`src/rtl/servo_motion_ctrl.sv`:
```
// -----------------------------------------------------------------------------
// servo_motion_ctrl
//
// Slew-limited position sequencer for the safe's lock servo. A lock/unlock
// command is taken over a valid/ready handshake, the commanded angle is ramped
// one degree per STEP_DIV clocks toward the selected end position, the block
// then holds for SETTLE_CYCLES clocks and finally reports the lock state with
// a one-cycle done pulse. After every reset the block performs a settle at the
// locked position before it accepts its first command.
//
// Parameters
//   LOCK_ANGLE     locked end position in degrees (clamped to 0..180)
//   UNLOCK_ANGLE   unlocked end position in degrees (clamped to 0..180)
//   STEP_DIV       clk cycles per 1-degree step (>= 1)
//   SETTLE_CYCLES  clk cycles held at the target before completion (>= 1)
//
// Ports
//   clk         in   system clock
//   reset_n     in   asynchronous active-low reset
//   cmd_valid   in   command request
//   cmd_unlock  in   command direction: 1 = unlock, 0 = lock
//   cmd_ready   out  block can accept a command (IDLE)
//   angle_pos   out  commanded servo angle, 0..180, to servo_driver
//   busy        out  motion or settle in progress
//   locked      out  settled at the lock position
//   unlocked    out  settled at the unlock position
//   done        out  one-cycle pulse when a move/settle completes
// -----------------------------------------------------------------------------
module servo_motion_ctrl #(
    parameter int LOCK_ANGLE    = 0,
    parameter int UNLOCK_ANGLE  = 90,
    parameter int STEP_DIV      = 50000,
    parameter int SETTLE_CYCLES = 1000000
) (
    input  logic       clk,
    input  logic       reset_n,
    input  logic       cmd_valid,
    input  logic       cmd_unlock,
    output logic       cmd_ready,
    output logic [7:0] angle_pos,
    output logic       busy,
    output logic       locked,
    output logic       unlocked,
    output logic       done
);

    // End positions clamped into the mechanical range of the servo.
    localparam int LOCK_CLAMPED   = (LOCK_ANGLE > 180) ? 180 :
                                    ((LOCK_ANGLE < 0) ? 0 : LOCK_ANGLE);
    localparam int UNLOCK_CLAMPED = (UNLOCK_ANGLE > 180) ? 180 :
                                    ((UNLOCK_ANGLE < 0) ? 0 : UNLOCK_ANGLE);

    localparam logic [7:0]  LOCK_POS    = 8'(LOCK_CLAMPED);
    localparam logic [7:0]  UNLOCK_POS  = 8'(UNLOCK_CLAMPED);

    // Terminal counts: the counters start at zero, so the event fires on
    // the STEP_DIV-th / SETTLE_CYCLES-th edge after the counter is cleared.
    localparam logic [31:0] STEP_LAST   = 32'(STEP_DIV - 1);
    localparam logic [31:0] SETTLE_LAST = 32'(SETTLE_CYCLES - 1);

    typedef enum logic [1:0] {
        ST_IDLE   = 2'd0,
        ST_MOVE   = 2'd1,
        ST_SETTLE = 2'd2
    } state_t;

    state_t      state_q,     state_d;
    logic [7:0]  angle_q,     angle_d;
    logic [7:0]  target_q,    target_d;
    logic [31:0] step_cnt_q,  step_cnt_d;
    logic [31:0] settle_cnt_q, settle_cnt_d;
    logic        cmd_ready_q, cmd_ready_d;
    logic        busy_q,      busy_d;
    logic        locked_q,    locked_d;
    logic        unlocked_q,  unlocked_d;
    logic        done_q,      done_d;

    // Next-state logic for the sequencer and all of its registered outputs.
    always_comb begin
        state_d      = state_q;
        angle_d      = angle_q;
        target_d     = target_q;
        step_cnt_d   = step_cnt_q;
        settle_cnt_d = settle_cnt_q;
        locked_d     = locked_q;
        unlocked_d   = unlocked_q;
        done_d       = 1'b0;

        case (state_q)
            ST_IDLE: begin
                if (cmd_valid && cmd_ready_q) begin
                    target_d   = cmd_unlock ? UNLOCK_POS : LOCK_POS;
                    locked_d   = 1'b0;
                    unlocked_d = 1'b0;
                    // Already at the requested end: skip straight to the settle.
                    if (target_d == angle_q) begin
                        state_d      = ST_SETTLE;
                        settle_cnt_d = 32'd0;
                    end else begin
                        state_d    = ST_MOVE;
                        step_cnt_d = 32'd0;
                    end
                end else begin
                    state_d = ST_IDLE;
                end
            end

            ST_MOVE: begin
                if (step_cnt_q == STEP_LAST) begin
                    step_cnt_d = 32'd0;
                    // angle never equals target in MOVE, so one of the two
                    // directions always applies and the ramp stays in range.
                    if (target_q > angle_q) begin
                        angle_d = angle_q + 8'd1;
                    end else begin
                        angle_d = angle_q - 8'd1;
                    end
                    if (angle_d == target_q) begin
                        state_d      = ST_SETTLE;
                        settle_cnt_d = 32'd0;
                    end else begin
                        state_d = ST_MOVE;
                    end
                end else begin
                    step_cnt_d = step_cnt_q + 32'd1;
                end
            end

            ST_SETTLE: begin
                if (settle_cnt_q == SETTLE_LAST) begin
                    state_d    = ST_IDLE;
                    done_d     = 1'b1;
                    // Both flags assert when the two end positions coincide.
                    locked_d   = (target_q == LOCK_POS);
                    unlocked_d = (target_q == UNLOCK_POS);
                end else begin
                    settle_cnt_d = settle_cnt_q + 32'd1;
                end
            end

            default: begin
                // Unreachable encoding: fall back to the power-up settle.
                state_d      = ST_SETTLE;
                angle_d      = LOCK_POS;
                target_d     = LOCK_POS;
                settle_cnt_d = 32'd0;
                step_cnt_d   = 32'd0;
                locked_d     = 1'b0;
                unlocked_d   = 1'b0;
            end
        endcase

        // Handshake/status flags follow the next state so they are registered
        // in lockstep with it.
        cmd_ready_d = (state_d == ST_IDLE);
        busy_d      = (state_d != ST_IDLE);
    end

    // State and output registers; reset starts the power-up settle at LOCK_POS.
    always_ff @(posedge clk or negedge reset_n) begin
        if (!reset_n) begin
            state_q      <= ST_SETTLE;
            angle_q      <= LOCK_POS;
            target_q     <= LOCK_POS;
            step_cnt_q   <= 32'd0;
            settle_cnt_q <= 32'd0;
            cmd_ready_q  <= 1'b0;
            busy_q       <= 1'b1;
            locked_q     <= 1'b0;
            unlocked_q   <= 1'b0;
            done_q       <= 1'b0;
        end else begin
            state_q      <= state_d;
            angle_q      <= angle_d;
            target_q     <= target_d;
            step_cnt_q   <= step_cnt_d;
            settle_cnt_q <= settle_cnt_d;
            cmd_ready_q  <= cmd_ready_d;
            busy_q       <= busy_d;
            locked_q     <= locked_d;
            unlocked_q   <= unlocked_d;
            done_q       <= done_d;
        end
    end

    assign cmd_ready = cmd_ready_q;
    assign angle_pos = angle_q;
    assign busy      = busy_q;
    assign locked    = locked_q;
    assign unlocked  = unlocked_q;
    assign done      = done_q;

endmodule
```
`config.mk`:
```
export PLATFORM = sky130hd
export DESIGN_NAME = servo_motion_ctrl
export DESIGN_NICKNAME = d
export VERILOG_FILES = /design/src/rtl/servo_motion_ctrl.sv
export SDC_FILE = /design/constraint.sdc
export NUM_CORES = 1
export LEC_CHECK = 0
export ABC_AREA = 1
export BUFFER_PORTS_ARGS = -buffer_cell sky130_fd_sc_hd__clkbuf_2
export CORE_AREA = 3 3 125 127
export CTS_CLUSTER_DIAMETER = 60
export DETAILED_ROUTE_END_ITERATION = 10
export DIE_AREA = 0 0 128 130
export SETUP_SLACK_MARGIN = 0.3
export SLEW_MARGIN = 20
export SYNTH_ARGS = -nofsm -noshare
export SYNTH_HDL_FRONTEND = slang
export SYNTH_SLANG_ARGS = --single-unit
```
`constraint.sdc`:
```
create_clock -name clk -period 2.96 [get_ports clk]
set_input_delay 0.592 -clock clk [delete_from_list [all_inputs] [get_ports clk]]
set_output_delay 0.592 -clock clk [all_outputs]
set_load 0.05 [all_outputs]
```
==> reports/results.md <==
| Metric | This run |
| --- | --- |
| Number of rows created at floorplan | 44 |
| Vias in the first global route | 5403 |
| Count of max-cap constraint violations | 0 |
| Slowest stage cell, crit path | sky130_fd_sc_hd__fa_2 |
| Multi-input gate area | 3804 sq um |
| Total clock buffers created by CTS | 9 |
| Critical-path maximum fanout | 8 |
| Endpoint of the lowest-slack register-to-register path | settle_cnt_q[11] |
| Compound-cell area share of the yosys netlist | 0.05762 |
| Transition at the pin with the smallest max-transition slack | 0.6603 ns |
| CTS tree | done |
| Detailed Place HPWL | 11000 microns |
| Number of synthesized flops with an enable pin | 0 |
| DIE HEIGHT | 130 microns |
| Library cell used as clock root buffer | sky130_fd_sc_hd__clkbuf_16 |
| First-pass DRT Iterations | 9 |
| H-tree levels | 3 |
| Layout filler cell count | 1431 |
| Sum of overflow across all layers after global routing | 0 |
| Total count of max-transition violations in the final report | 0 |
| Power density cells | 335.7 nW/um^2 |
| Required arrival time at the worst endpoint | 3.24 ns |
| Cell-internal power | 0.001923 W |
| # setup viols final | 34 |
| Count of distinct cell types in the synthesized netlist | 38 |
| Clock power share | 0.536 |
| Number of buffers on the longest clock path | 2 |
| Leakage | 3.367 nW |
| Outcome | complete, but fails checks |
| Top area cells in the synthesized netlist | sky130_fd_sc_hd__dfrtp_1 34%, sky130_fd_sc_hd__nand2_1 15%, sky130_fd_sc_hd__nor2_1 8.3%, sky130_fd_sc_hd__nand3_1 7.6%, sky130_fd_sc_hd__inv_1 5.3% |
| Total global-route track usage | 0.1864 |
| Sum of negative setup slack | -5.052 ns |
| Kind of launch point of the worst setup path | flip-flop |
| Top flip-flop cell by instance count after synthesis | sky130_fd_sc_hd__dfrtp_1 |
| DRC violations left | 0 |
| Post-Place Cells | 1069 |
| Yosys warning total | 0 |
| Endpoints failing hold | 0 |
| Count of cells along the worst register-to-register path | 18 |
| Area of the core | 14530 sq um |
| Detail-routed net length per standard cell | 14.57 microns |
| Post-route non-filler standard cell count | 1102 |
| Data arrival time at the worst-slack endpoint | 3.44 ns |
| Crit share post-route | 1.069 |
| Clock latency on the worst-skew pair | 0.34 ns |
| Overall power consumption | 0.002413 W |
| Clock-pin transition on the worst setup and hold timing paths | 0.06 ns |
| Die width | 128 microns |
| Area growth syn-to-layout | 23.50% |
| Post-Route Utilization | 0.4945 |
| Largest family of logic cells by synthesized area | simple AND/OR/NAND/NOR gates |
| Failing checks | negative setup slack |
| Post-layout min period | 3.164 ns |
| Post-synth net total | 879 |
| Area share of the leading cell type in the synthesized netlist | 0.3354 |
| Max VDD drop | 0.0002324 V |
| Share of synthesized area spent on multiplexers | 0 |
| Share of cells above drive strength 1 | 0.1895 |
| Fmax | 0.3161 GHz |
| Largest net degree at the start of global routing | 51 |
| Portion of total power attributed to sequential cells | 0.453 |
| Wire length of the first global-routing pass | 25540 microns |
| Worst setup path category | reg2reg |
| Post-synthesis sequential area ratio | 0.3444 |
| R2R setup slack | -0.20 ns |
| Number of placed I/O pins | 17 |
| Nets | 934 |
| Number of instances in the synthesized netlist | 858 |
| Mean instance size in the synthesized netlist | 6.782 sq um |
| Hold_buf cts | 0 |
| Total vias in the final route | 5835 |
| GP Congestion | 0.9115 |
| Worst setup EP type | flip-flop |
| Relative slew margins | 0.5587 |
| List of cells traversed by the critical path | ha_4 -> nand2_1 -> nor2_4 -> nand3_4 -> nand2_8 -> inv_4 -> fa_2 -> inv_1 -> nor2_1 -> nand3_1 -> nand2_2 -> inv_2 -> nor3_4 -> nand3_4 -> nand2_8 -> clkbuf_16 -> nand3_2 -> nand2_1 |
| Post-DR vias/cell | 5.295 |
| Synth area leader | sky130_fd_sc_hd__dfrtp_1 |
| Worst-case setup margin in the final layout | -0.2036 ns |
| Class of the worst hold path | in2async |
| Fraction of power spent switching nets | 0.2030 |
| Setup repair after global routing missed its margin | true |
| FF+latch count, synth | 80 |
| Post-synth ARST share | 1.000 |
| First DRT Iteration DRCs | 434 |
| Initial core utilization | 0.4004 |
| Number of inserted diodes | 0 |
| # port buffers | 16 |
| Post-Synth XOR/XNOR Area | 0.05418 |
| Total clock sinks | 80 |
| Count of antenna-violating nets left after detailed routing | 0 |
| Setup Skew | 0.01123 ns |
| Sequential Area | 2011 sq um |
| Delay of the slowest cell on the worst path | 0.54 ns |
| Area share of and/or/nand/nor cells after synthesis | 0.4298 |
| Netlist Area Pre-Place | 5819 sq um |
| Routed wire length | 16050 microns |
| Initial antenna violation count | 0 |
| Total Die Area | 16640 sq um |
| Combinational fraction of design power | 0.011 |
| Net switching power | 0.0004898 W |
| Worst reg2reg path startpoint | target_q[4] |
| Adder-cell area share of the yosys netlist | 0.03784 |
worst max-delay path by stage:
stage | startpoint | endpoint | slack (ns) | depth (start not counted)
2_1_floorplan | angle_pos[3] | settle_cnt_q[18] | 0.02 | 21
3_3_place_gp | target_q[4] | settle_cnt_q[4] | -0.12 | 16
3_5_place_dp | target_q[4] | settle_cnt_q[15] | -0.18 | 16
4_1_cts | target_q[4] | settle_cnt_q[15] | -0.06 | 19
5_1_grt | target_q[4] | settle_cnt_q[11] | -0.34 | 21
6_report | target_q[4] | settle_cnt_q[11] | -0.20 | 18
worst max-delay path: cells and delay by family, from the launching register on:
kind	cells	cell delay (ns)
simple gates	12	1.44
buf+inv	4	0.35
flops	1	0.48
fa+ha+maj	2	0.82
cells in the mapped netlist (11+ instances only):
| cell | count |
|---|---|
| sky130_fd_sc_hd__xor2_1 | 29 |
| sky130_fd_sc_hd__nor3_1 | 53 |
| sky130_fd_sc_hd__ha_1 | 16 |
| sky130_fd_sc_hd__and3_1 | 11 |
| sky130_fd_sc_hd__o31ai_1 | 11 |
| sky130_fd_sc_hd__nand4_1 | 26 |
| sky130_fd_sc_hd__nor2_1 | 128 |
| sky130_fd_sc_hd__a21oi_1 | 24 |
| sky130_fd_sc_hd__dfrtp_1 | 78 |
| sky130_fd_sc_hd__o21ai_0 | 16 |
| sky130_fd_sc_hd__nand3_1 | 88 |
| sky130_fd_sc_hd__inv_1 | 82 |
| sky130_fd_sc_hd__nand2_1 | 230 |
state kept, by name, indices dropped and copies added, names as in the netlist:
| register | count |
|---|---|
| cmd_ready | 1 |
| locked | 1 |
| state_q | 2 |
| done | 1 |
| angle_pos | 8 |
| settle_cnt_q | 32 |
| step_cnt_q | 32 |
| busy | 1 |
| target_q | 1 |
| unlocked | 1 |
final cells by class:
cell class,count,share of cell area
Timing Repair Buffer,62,0.06720
Clock buffer,9,0.03134
Clock inverter,7,0.01671
Inverter,83,0.04370
Multi-Input combinational cell,677,0.5292
Sequential cell,80,0.2798
Tap cell,184,0.03203
cells by family after synthesis:
| group | Yosys count |
|---|---|
| AOI/OAI and AO/OA | 57 |
| adders and majority gates | 17 |
| xor gates and xnor gates | 36 |
| DFF | 80 |
| and+or+nand+nor | 564 |
| buffers and inverters | 104 |
per-stage QoR:
step	hold slack, ns	cell area, sq um	setup WS [ns]
3_3_place_gp	0.4675	6331	-0.1167
6_report	0.2790	7187	-0.2036
4_1_cts	0.2976	6777	-0.05979
5_1_grt	0.3324	7187	-0.3363
3_5_place_dp	0.4678	6331	-0.1772
2_1_floorplan	0.2964	5897	0.02280
layer usage:
metal,track usage,share of wire,vias up
li1,-,-,2930
met1,0.2552,0.46,2696
met2,0.3016,0.47,166
met3,0.03438,0.051,43
met4,0.05743,0.027,0
met5,0,0,-
placed cells by master (no fill, tap or decap), types with 3 or more instances in the layout:
cell                        count
sky130_fd_sc_hd__nor3_4         3
sky130_fd_sc_hd__nand2_2       23
sky130_fd_sc_hd__o31ai_1       11
sky130_fd_sc_hd__o21ai_0       15
sky130_fd_sc_hd__nand3b_1       3
sky130_fd_sc_hd__inv_1         74
sky130_fd_sc_hd__and3_1        11
sky130_fd_sc_hd__xor2_1        29
sky130_fd_sc_hd__nor2_1       126
sky130_fd_sc_hd__nor3_1        52
sky130_fd_sc_hd__nand3_2       19
sky130_fd_sc_hd__nand3_1       68
sky130_fd_sc_hd__dfrtp_2        5
sky130_fd_sc_hd__buf_4         42
sky130_fd_sc_hd__clkbuf_16     11
sky130_fd_sc_hd__nor2_2         5
sky130_fd_sc_hd__bufinv_16      3
sky130_fd_sc_hd__ha_4           8
sky130_fd_sc_hd__clkbuf_2      15
sky130_fd_sc_hd__nand4_1       26
sky130_fd_sc_hd__a21oi_1       22
sky130_fd_sc_hd__dfrtp_1       73
sky130_fd_sc_hd__nand2_1      207
sky130_fd_sc_hd__nand2_4        3
sky130_fd_sc_hd__inv_2          8
sky130_fd_sc_hd__ha_1           8
sky130_fd_sc_hd__nor3b_1        4
sky130_fd_sc_hd__or2_2          3
sky130_fd_sc_hd__nand2_8        6
sky130_fd_sc_hd__xnor2_1        6
timing repair:
| item | in CTS | in global routing |
|---|---|---|
| cloned | 0 | 6 |
| hold endpoints to repair | 0 | 0 |
| gates resized for setup | 13 | 56 |
| setup buffers | 4 | 7 |
| setup endpoints to repair | 36 | 37 |
| pin swaps | 3 | 45 |
power groups by stage:
stage                     sequential [W]  clock, W  combinational (W)
after floorplan                  0.00111         0         0.00000119
after global placement           0.00111         0          0.0000295
after detailed placement         0.00111         0          0.0000293
after CTS                        0.00109   0.00133          0.0000291
after global routing             0.00109   0.00137          0.0000326
final                            0.00109   0.00129          0.0000271
Power figures use the tool's default switching activity.
